`src/rtl/control_unit_stage.sv`:
```
// ============================================================================
// control_unit_stage
// ID-stage instruction decoder with NOP select mux, plus the EX/MEM control
// register.
// Revision: 1.0
// ============================================================================
`default_nettype none

module control_unit_stage (
  input  logic        clk,
  input  logic        R,
  input  logic [31:0] in_instruction,
  input  logic        S,

  output logic [3:0]  ID_opcode,
  output logic        ID_AM,
  output logic        ID_S_enable,
  output logic        ID_load_instr,
  output logic        ID_RF_enable,
  output logic        ID_Size_enable,
  output logic        ID_RW_enable,
  output logic        ID_Enable_signal,
  output logic        ID_BL_instr,
  output logic        ID_B_instr,

  input  logic        in_EX_load_instr,
  input  logic        in_EX_RF_enable,
  input  logic        in_EX_Size_enable,
  input  logic        in_EX_RW_enable,
  input  logic        in_EX_Enable_signal,

  output logic        MEM_load_instr,
  output logic        MEM_RF_enable,
  output logic        MEM_Size_enable,
  output logic        MEM_RW_enable,
  output logic        MEM_Enable_signal
);

  localparam logic [2:0] CLS_DP_REG  = 3'b000;
  localparam logic [2:0] CLS_DP_IMM  = 3'b001;
  localparam logic [2:0] CLS_LS_IMM  = 3'b010;
  localparam logic [2:0] CLS_LS_REG  = 3'b011;
  localparam logic [2:0] CLS_BRANCH  = 3'b101;

  localparam logic [3:0] OPC_ADD     = 4'b0100;
  localparam logic [3:0] OPC_SUB     = 4'b0010;

  // Raw decoder outputs, before the NOP mux
  logic [3:0] dec_opcode;
  logic       dec_am;
  logic       dec_s_enable;
  logic       dec_load_instr;
  logic       dec_rf_enable;
  logic       dec_size_enable;
  logic       dec_rw_enable;
  logic       dec_enable_signal;
  logic       dec_bl_instr;
  logic       dec_b_instr;

  // The condition field [31:28] never participates in decoding.
  always_comb begin
    dec_opcode        = 4'b0000;
    dec_am            = 1'b0;
    dec_s_enable      = 1'b0;
    dec_load_instr    = 1'b0;
    dec_rf_enable     = 1'b0;
    dec_size_enable   = 1'b0;
    dec_rw_enable     = 1'b0;
    dec_enable_signal = 1'b0;
    dec_bl_instr      = 1'b0;
    dec_b_instr       = 1'b0;

    if (in_instruction != 32'h0000_0000) begin
      case (in_instruction[27:25])
        CLS_DP_REG, CLS_DP_IMM: begin
          dec_opcode    = in_instruction[24:21];
          dec_s_enable  = in_instruction[20];
          dec_am        = in_instruction[25];
          // TST/TEQ/CMP/CMN (10xx) only set flags, never write a register
          dec_rf_enable = (in_instruction[24:23] != 2'b10);
        end
        CLS_LS_IMM, CLS_LS_REG: begin
          dec_opcode        = in_instruction[23] ? OPC_ADD : OPC_SUB;
          dec_am            = ~in_instruction[25];
          dec_load_instr    = in_instruction[20];
          dec_rf_enable     = in_instruction[20];
          dec_size_enable   = in_instruction[22];
          dec_rw_enable     = ~in_instruction[20];
          dec_enable_signal = 1'b1;
        end
        CLS_BRANCH: begin
          dec_b_instr   = 1'b1;
          dec_bl_instr  = in_instruction[24];
          dec_rf_enable = in_instruction[24];
        end
        default: begin
        end
      endcase
    end
  end

  always_comb begin
    if (S) begin
      ID_opcode        = 4'b0000;
      ID_AM            = 1'b0;
      ID_S_enable      = 1'b0;
      ID_load_instr    = 1'b0;
      ID_RF_enable     = 1'b0;
      ID_Size_enable   = 1'b0;
      ID_RW_enable     = 1'b0;
      ID_Enable_signal = 1'b0;
      ID_BL_instr      = 1'b0;
      ID_B_instr       = 1'b0;
    end else begin
      ID_opcode        = dec_opcode;
      ID_AM            = dec_am;
      ID_S_enable      = dec_s_enable;
      ID_load_instr    = dec_load_instr;
      ID_RF_enable     = dec_rf_enable;
      ID_Size_enable   = dec_size_enable;
      ID_RW_enable     = dec_rw_enable;
      ID_Enable_signal = dec_enable_signal;
      ID_BL_instr      = dec_bl_instr;
      ID_B_instr       = dec_b_instr;
    end
  end

  // EX/MEM control register: {load, RF, Size, RW, Enable}
  logic [4:0] mem_d;
  logic [4:0] mem_q;

  assign mem_d = {in_EX_load_instr, in_EX_RF_enable, in_EX_Size_enable,
                  in_EX_RW_enable, in_EX_Enable_signal};

  always_ff @(posedge clk) begin
    if (R) begin
      mem_q <= 5'b00000;
    end else begin
      mem_q <= mem_d;
    end
  end

  assign MEM_load_instr    = mem_q[4];
  assign MEM_RF_enable     = mem_q[3];
  assign MEM_Size_enable   = mem_q[2];
  assign MEM_RW_enable     = mem_q[1];
  assign MEM_Enable_signal = mem_q[0];

endmodule

`default_nettype wire

```
`config.mk`:
```
export PLATFORM = sky130hd
export DESIGN_NAME = control_unit_stage
export DESIGN_NICKNAME = d
export VERILOG_FILES = /design/src/rtl/control_unit_stage.sv
export SDC_FILE = /design/constraint.sdc
export NUM_CORES = 1
export LEC_CHECK = 0
export CAP_MARGIN = 20
export CORE_MARGIN = 2
export CORE_UTILIZATION = 23
export CTS_CLUSTER_DIAMETER = 200
export DETAILED_ROUTE_END_ITERATION = 10
export HOLD_SLACK_MARGIN = 0.03
export PLACE_DENSITY_LB_ADDON = 0.1
export SLEW_MARGIN = 25
export SYNTH_ARGS = -nofsm -noshare
export SYNTH_HDL_FRONTEND = slang
export SYNTH_SLANG_ARGS = --single-unit
```
`constraint.sdc`:
```
create_clock -name clk -period 1.8 [get_ports clk]
set_input_delay 0.27 -clock clk [delete_from_list [all_inputs] [get_ports clk]]
set_output_delay 0.27 -clock clk [all_outputs]
set_load 0.03 [all_outputs]
```
==> results of run 1 <==
[repair_timing]
action / in CTS / in global routing
endpoints found under the setup margin: 2 / 1
cloned: 0 / 0
hold buffers: 0 / 0
pin swaps: 4 / 2
gates resized for setup: 7 / 4
[path summary, 6_finish.rpt]
check	from	endpoint	slack, ns	depth (start not counted)
min	in_EX_Enable_signal	mem_q[0]	0.58	2
max	in_instruction[25]	ID_RF_enable	0.07	5
[Yosys cell counts]
cell type and instances:
xnor2_1 1, nor4_1 8, nand4b_1 1, mux2i_1 1, and3_2 1, dfxtp_1 5, inv_1 3, nor2_2 1
a221oi_2 1, buf_6 1, and4bb_2 1, nor3_1 4, buf_2 1, and4_1 2, nand2_1 1, nor2b_1 5
and2_1 4, a221o_1 1, nor2_1 3
[logic make-up after synthesis]
family                    count (synthesis)  synth area share [%]
and+or+nand+nor                          31                 53.08
DFF                                       5                 27.40
buffers and inverters                     5                 7.532
AOI/OAI and AO/OA                         2                 6.848
xor gates and xnor gates                  1                 2.398
muxes                                     1                 2.740
[power breakdown]
part | switching, mW | total (mW) | internal [mW] | leakage [nW]
Combinational | 0.0775 | 0.196 | 0.118 | 0.388
Sequential | 0.00148 | 0.119 | 0.117 | 0.0417
Clock | 0.0435 | 0.127 | 0.0836 | 0.0150
[final cells by class]
cell class	instances	share of cell area, %
repair buffers	65	58.21
clock buffers	4	2.574
multi-input cells	35	26.35
inverters	3	1.103
flip-flops and latches	5	9.804
well taps	16	1.961
[layer usage]
metal / up-vias / GRT usage [%] / part of all wire [%]
met2: 23 / 32.94 / 62
met5: - / 0 / 0
met1: 263 / 13.93 / 32
met3: 2 / 1.250 / 4.9
li1: 304 / - / -
met4: 0 / 7.273 / 1.2
[stage by stage]
step           worst slack (ns)  utilization [%]
2_1_floorplan            0.2651                -
3_3_place_gp            -0.1018            64.96
3_5_place_dp            -0.1109            64.96
4_1_cts                 0.04777            67.14
5_1_grt               0.0007188            68.57
6_report                0.06977            68.57
==> summary.txt, run 1 <==
Cell Area, Placed = 967.2 um2
syn_nets = 85
Setup CP Type = in -> out
Seq/Total Area, Yosys = 27.40%
run status = complete, no violations
clk slew on worst S/H paths = 0.04 ns
GRT Total Usage = 15.48%
global route overflow = 0
Setup crit start kind = primary input
Final Critical Period = 1.730 ns
fin. max-slew vios = 0
First-pass DRT Iterations = 4
final hold vios = 0
DP HPWL = 1332 um
Rel. slew slack = 78.87%
nets = 153
Non-Filler Instances = 128
I/O Buffers = 57
Die Width = 43.86 um
unrepaired setup endpoints after global routing = no
Root Driver = clkbuf_4
Max Buffers Root-to-Sink = 2
Synth area leaders = dfxtp_1, nor4_1, nor2b_1
worst vdd ir = 0.0003116 V
routability cong. = 0.7463
final non-filler cell area = 0.001021 mm2
Top reg by flops = mem_q
post-synth top area cell = dfxtp_1
post-route ant nets = 0
initial core utilization = 24.54%
Hold WC Path Type = in -> reg
Top Registers = mem_q (5)
Total Die Area = 0.001923 mm2
commonest non-fill, non-tap cells in the layout = clkdlybuf4s50_1, buf_4
CTS tree = built
Final period util = 96.12%
WHS = 0.5844 ns
Setup TNS = 0 ns
most common cell after layout, fill and taps aside = clkdlybuf4s50_1
Vias per Instance = 4.625
wire per inst = 11.55 um
Post-Route WL = 1478 um
cells along the critical path = clkdlybuf4s50_1 -> nor4_2 -> and4_1 -> a221oi_2 -> buf_4
Yosys top cell area share = 27.40%
CTS sink count = 5
arrival time worst endpoint = 1.46 ns
total CTS buffers = 3
DRC = 0
via count = 592
endpoints failing setup = 0
register area = 100.1 um2
Cell variety after synth = 19
Syn Std Cell Area = 365.4 um2
Worst Path Buf+Inv = 2
CP max stage delay = 0.50 ns
dpl cells = 124
leak pwr = 0.4442 nW
vias in the first global route = 566
multi-input logic area = 269.0 um2
Pwr Density = 432.6 mW/mm2
CP max-delay cell = clkdlybuf4s50_1
layout cell share with drive strength beyond 1 = 29.46%
Synthesis Warnings = 0
core area = 0.001489 mm2
Tot Pwr = 0.4417 mW
first-pass GRT wire length = 2201 um
f_max = 578.0 MHz
area delta synth->final = 179.5%
H-tree Lvls = 1
max-cap violations = 0
Synth Instances = 45
io pins = 58
drt initial violations = 5
Synth Register Bits = 5
Antenna Diode Count = 0
CP endpoint kind = primary output
CP Max Fanout = 2
largest net degree at the start of global routing = 7
max reg flops = 5
Die H = 43.86 um
Rows = 14
initial antenna violation count = 0
Mean Syn Cell Area = 8.119 um2
Worst EP required = 1.53 ns
# fillers = 151
Worst Tran Pin Value = 0.3159 ns
# Post-CTS Setup Buffers = 0
Crit path max-delay family = buffers and inverters
Note: power is estimated with default switching activity, not from simulation.
==> run 2, diff against run 1 <==
--- a/config.mk
+++ b/config.mk
@@ -6,8 +6,11 @@
 export NUM_CORES = 1
 export LEC_CHECK = 0
 export CAP_MARGIN = 20
+export CELL_PAD_IN_SITES_DETAIL_PLACEMENT = 0
+export CELL_PAD_IN_SITES_GLOBAL_PLACEMENT = 1
+export CORE_ASPECT_RATIO = 1.25
 export CORE_MARGIN = 2
-export CORE_UTILIZATION = 23
+export CORE_UTILIZATION = 13
 export CTS_CLUSTER_DIAMETER = 200
 export DETAILED_ROUTE_END_ITERATION = 10
 export HOLD_SLACK_MARGIN = 0.03
==> summary.txt, run 2 (synthesis gave the netlist of run 1 again) <==
run status = complete, no violations
Top reg by flops = mem_q
total CTS buffers = 3
Rel. slew slack = 79.85%
cts hold-fix bufs = 0
post-route ant nets = 0
final core utilization = 39.59%
CP endpoint kind = primary output
Pwr Density = 418.2 mW/mm2
switch share = 27.57%
f_max = 568.3 MHz
core area = 0.002680 mm2
Seq pwr share = 26.7%
wire per inst = 10.16 um
Setup TNS = 0 ns
I/O Buffers = 57
CTS sink count = 5
Final period util = 97.76%
H-tree Lvls = 1
Top Registers = mem_q (5)
leak pwr = 0.4507 nW
Die Width = 51.42 um
arrival time worst endpoint = 1.49 ns
area delta synth->final = 190.4%
most common cell after layout, fill and taps aside = clkdlybuf4s50_1
Tot Pwr = 0.4437 mW
CP max-delay cell = clkdlybuf4s50_1
max-cap violations = 0
drt initial violations = 3
Worst EP required = 1.53 ns
First-pass DRT Iterations = 3
NetSw = 0.1224 mW
Setup CP Type = in -> out
HP Start = in_EX_RW_enable
Comb power frac = 44.8%
Post-Route WL = 1494 um
worst vdd ir = 0.0001607 V
commonest non-fill, non-tap cells in the layout = clkdlybuf4s50_1, buf_4, nor4_2
Non-Filler Instances = 147
met1 Use GR = 9.668%
endpoints failing setup = 0
Hold Path End = mem_q[1]
unrepaired setup endpoints after global routing = yes
Rows = 21
max reg flops = 5
vias in the first global route = 564
routability cong. = 0.7477
grt met3 use = 2.370%
DRC = 0
CTS tree = built
Die H = 63.27 um
Setup crit start kind = primary input
busiest grt layer = met2
via count = 587
Antenna Diode Count = 0
dpl cells = 143
final hold vios = 0
layout cell share with drive strength beyond 1 = 30.97%
first-pass GRT wire length = 2249 um
CP Max Fanout = 2
met2 usage = 15.38%
nets = 154
global route overflow = 0
fin. max-slew vios = 0
# Post-CTS Setup Buffers = 0
cells along the critical path = clkdlybuf4s50_1 -> nor4_1 -> and4_1 -> a221oi_2 -> buf_4
clock network power share = 28.5%
initial core utilization = 13.63%
Max Buffers Root-to-Sink = 2
largest net degree at the start of global routing = 8
CP max stage delay = 0.44 ns
initial antenna violation count = 0
io pins = 58
Hold WC Path Type = in -> reg
Worst Tran Pin Value = 0.3012 ns
Root Driver = clkbuf_4
P_int = 0.3214 mW
Final Critical Period = 1.760 ns
GRT Total Usage = 8.822%
Total Die Area = 0.003253 mm2
Hold Path Cell Cnt = 2
DP HPWL = 1301 um
clk slew on worst S/H paths = 0.04 ns
Vias per Instance = 3.993
-- run 2: power by group through the flow --
stage	clock, mW	combinational, mW	sequential [mW]
6_report	0.126	0.199	0.118
5_1_grt	0.139	0.213	0.118
4_1_cts	0.135	0.196	0.118
3_5_place_dp	0	0.198	0.120
3_3_place_gp	0	0.197	0.120
2_1_floorplan	0	0.0518	0.133
-- run 2: final cells by class --
| cell class | count | area, um2 |
|---|---|---|
| inverter | 3 | 11.26 |
| fill | 297 | 1619 |
| multi-input combinational | 35 | 275.3 |
| clock buffer | 4 | 26.28 |
| tap | 34 | 42.54 |
| sequential | 5 | 100.1 |
| timing repair buffer | 66 | 605.6 |
-- run 2: layer usage --
metal  vias up  share of wire (%)  routed length (um)
li1        303                  -                   -
met1       249                 35                 523
met2        35                 53                 787
met3         0                 12                 183
met4         0                  0                   0
met5         -                  0                   0
-- run 2: what timing repair did --
action / in CTS / in global routing
resized for setup: 7 / 6
endpoints found under the setup margin: 5 / 3
pin swaps: 3 / 6
-- run 2: stage by stage --
stage	hold slack, ns	setup slack, ns	instance area [um2]
detailed placement	0.8302	-0.1644	997.2
global route	0.5865	-0.007848	1061
global placement	0.8296	-0.1586	997.2
floorplan	0.3416	0.2651	365.4
CTS	0.5752	0.0006097	1027
finish	0.5829	0.04025	1061
-- run 2: how the worst max path moves through the flow --
stage,startpoint,endpoint,slack (ns),cells past startpoint
final,in_instruction[22],ID_RF_enable,0.04,5
after global routing,S,ID_opcode[3],-0.008,4
after CTS,in_instruction[22],ID_RF_enable,0.0006,5
after detailed placement,in_instruction[26],ID_RF_enable,-0.16,5
after global placement,in_instruction[26],ID_RF_enable,-0.16,5
after floorplan,in_instruction[26],ID_RF_enable,0.27,4
-- run 2: worst max-delay path, delay by kind of cell --
family | cells | cell delay [ns]
and+or+nand+nor | 2 | 0.54
buffers and inverters | 2 | 0.61
AOI/OAI and AO/OA | 1 | 0.07
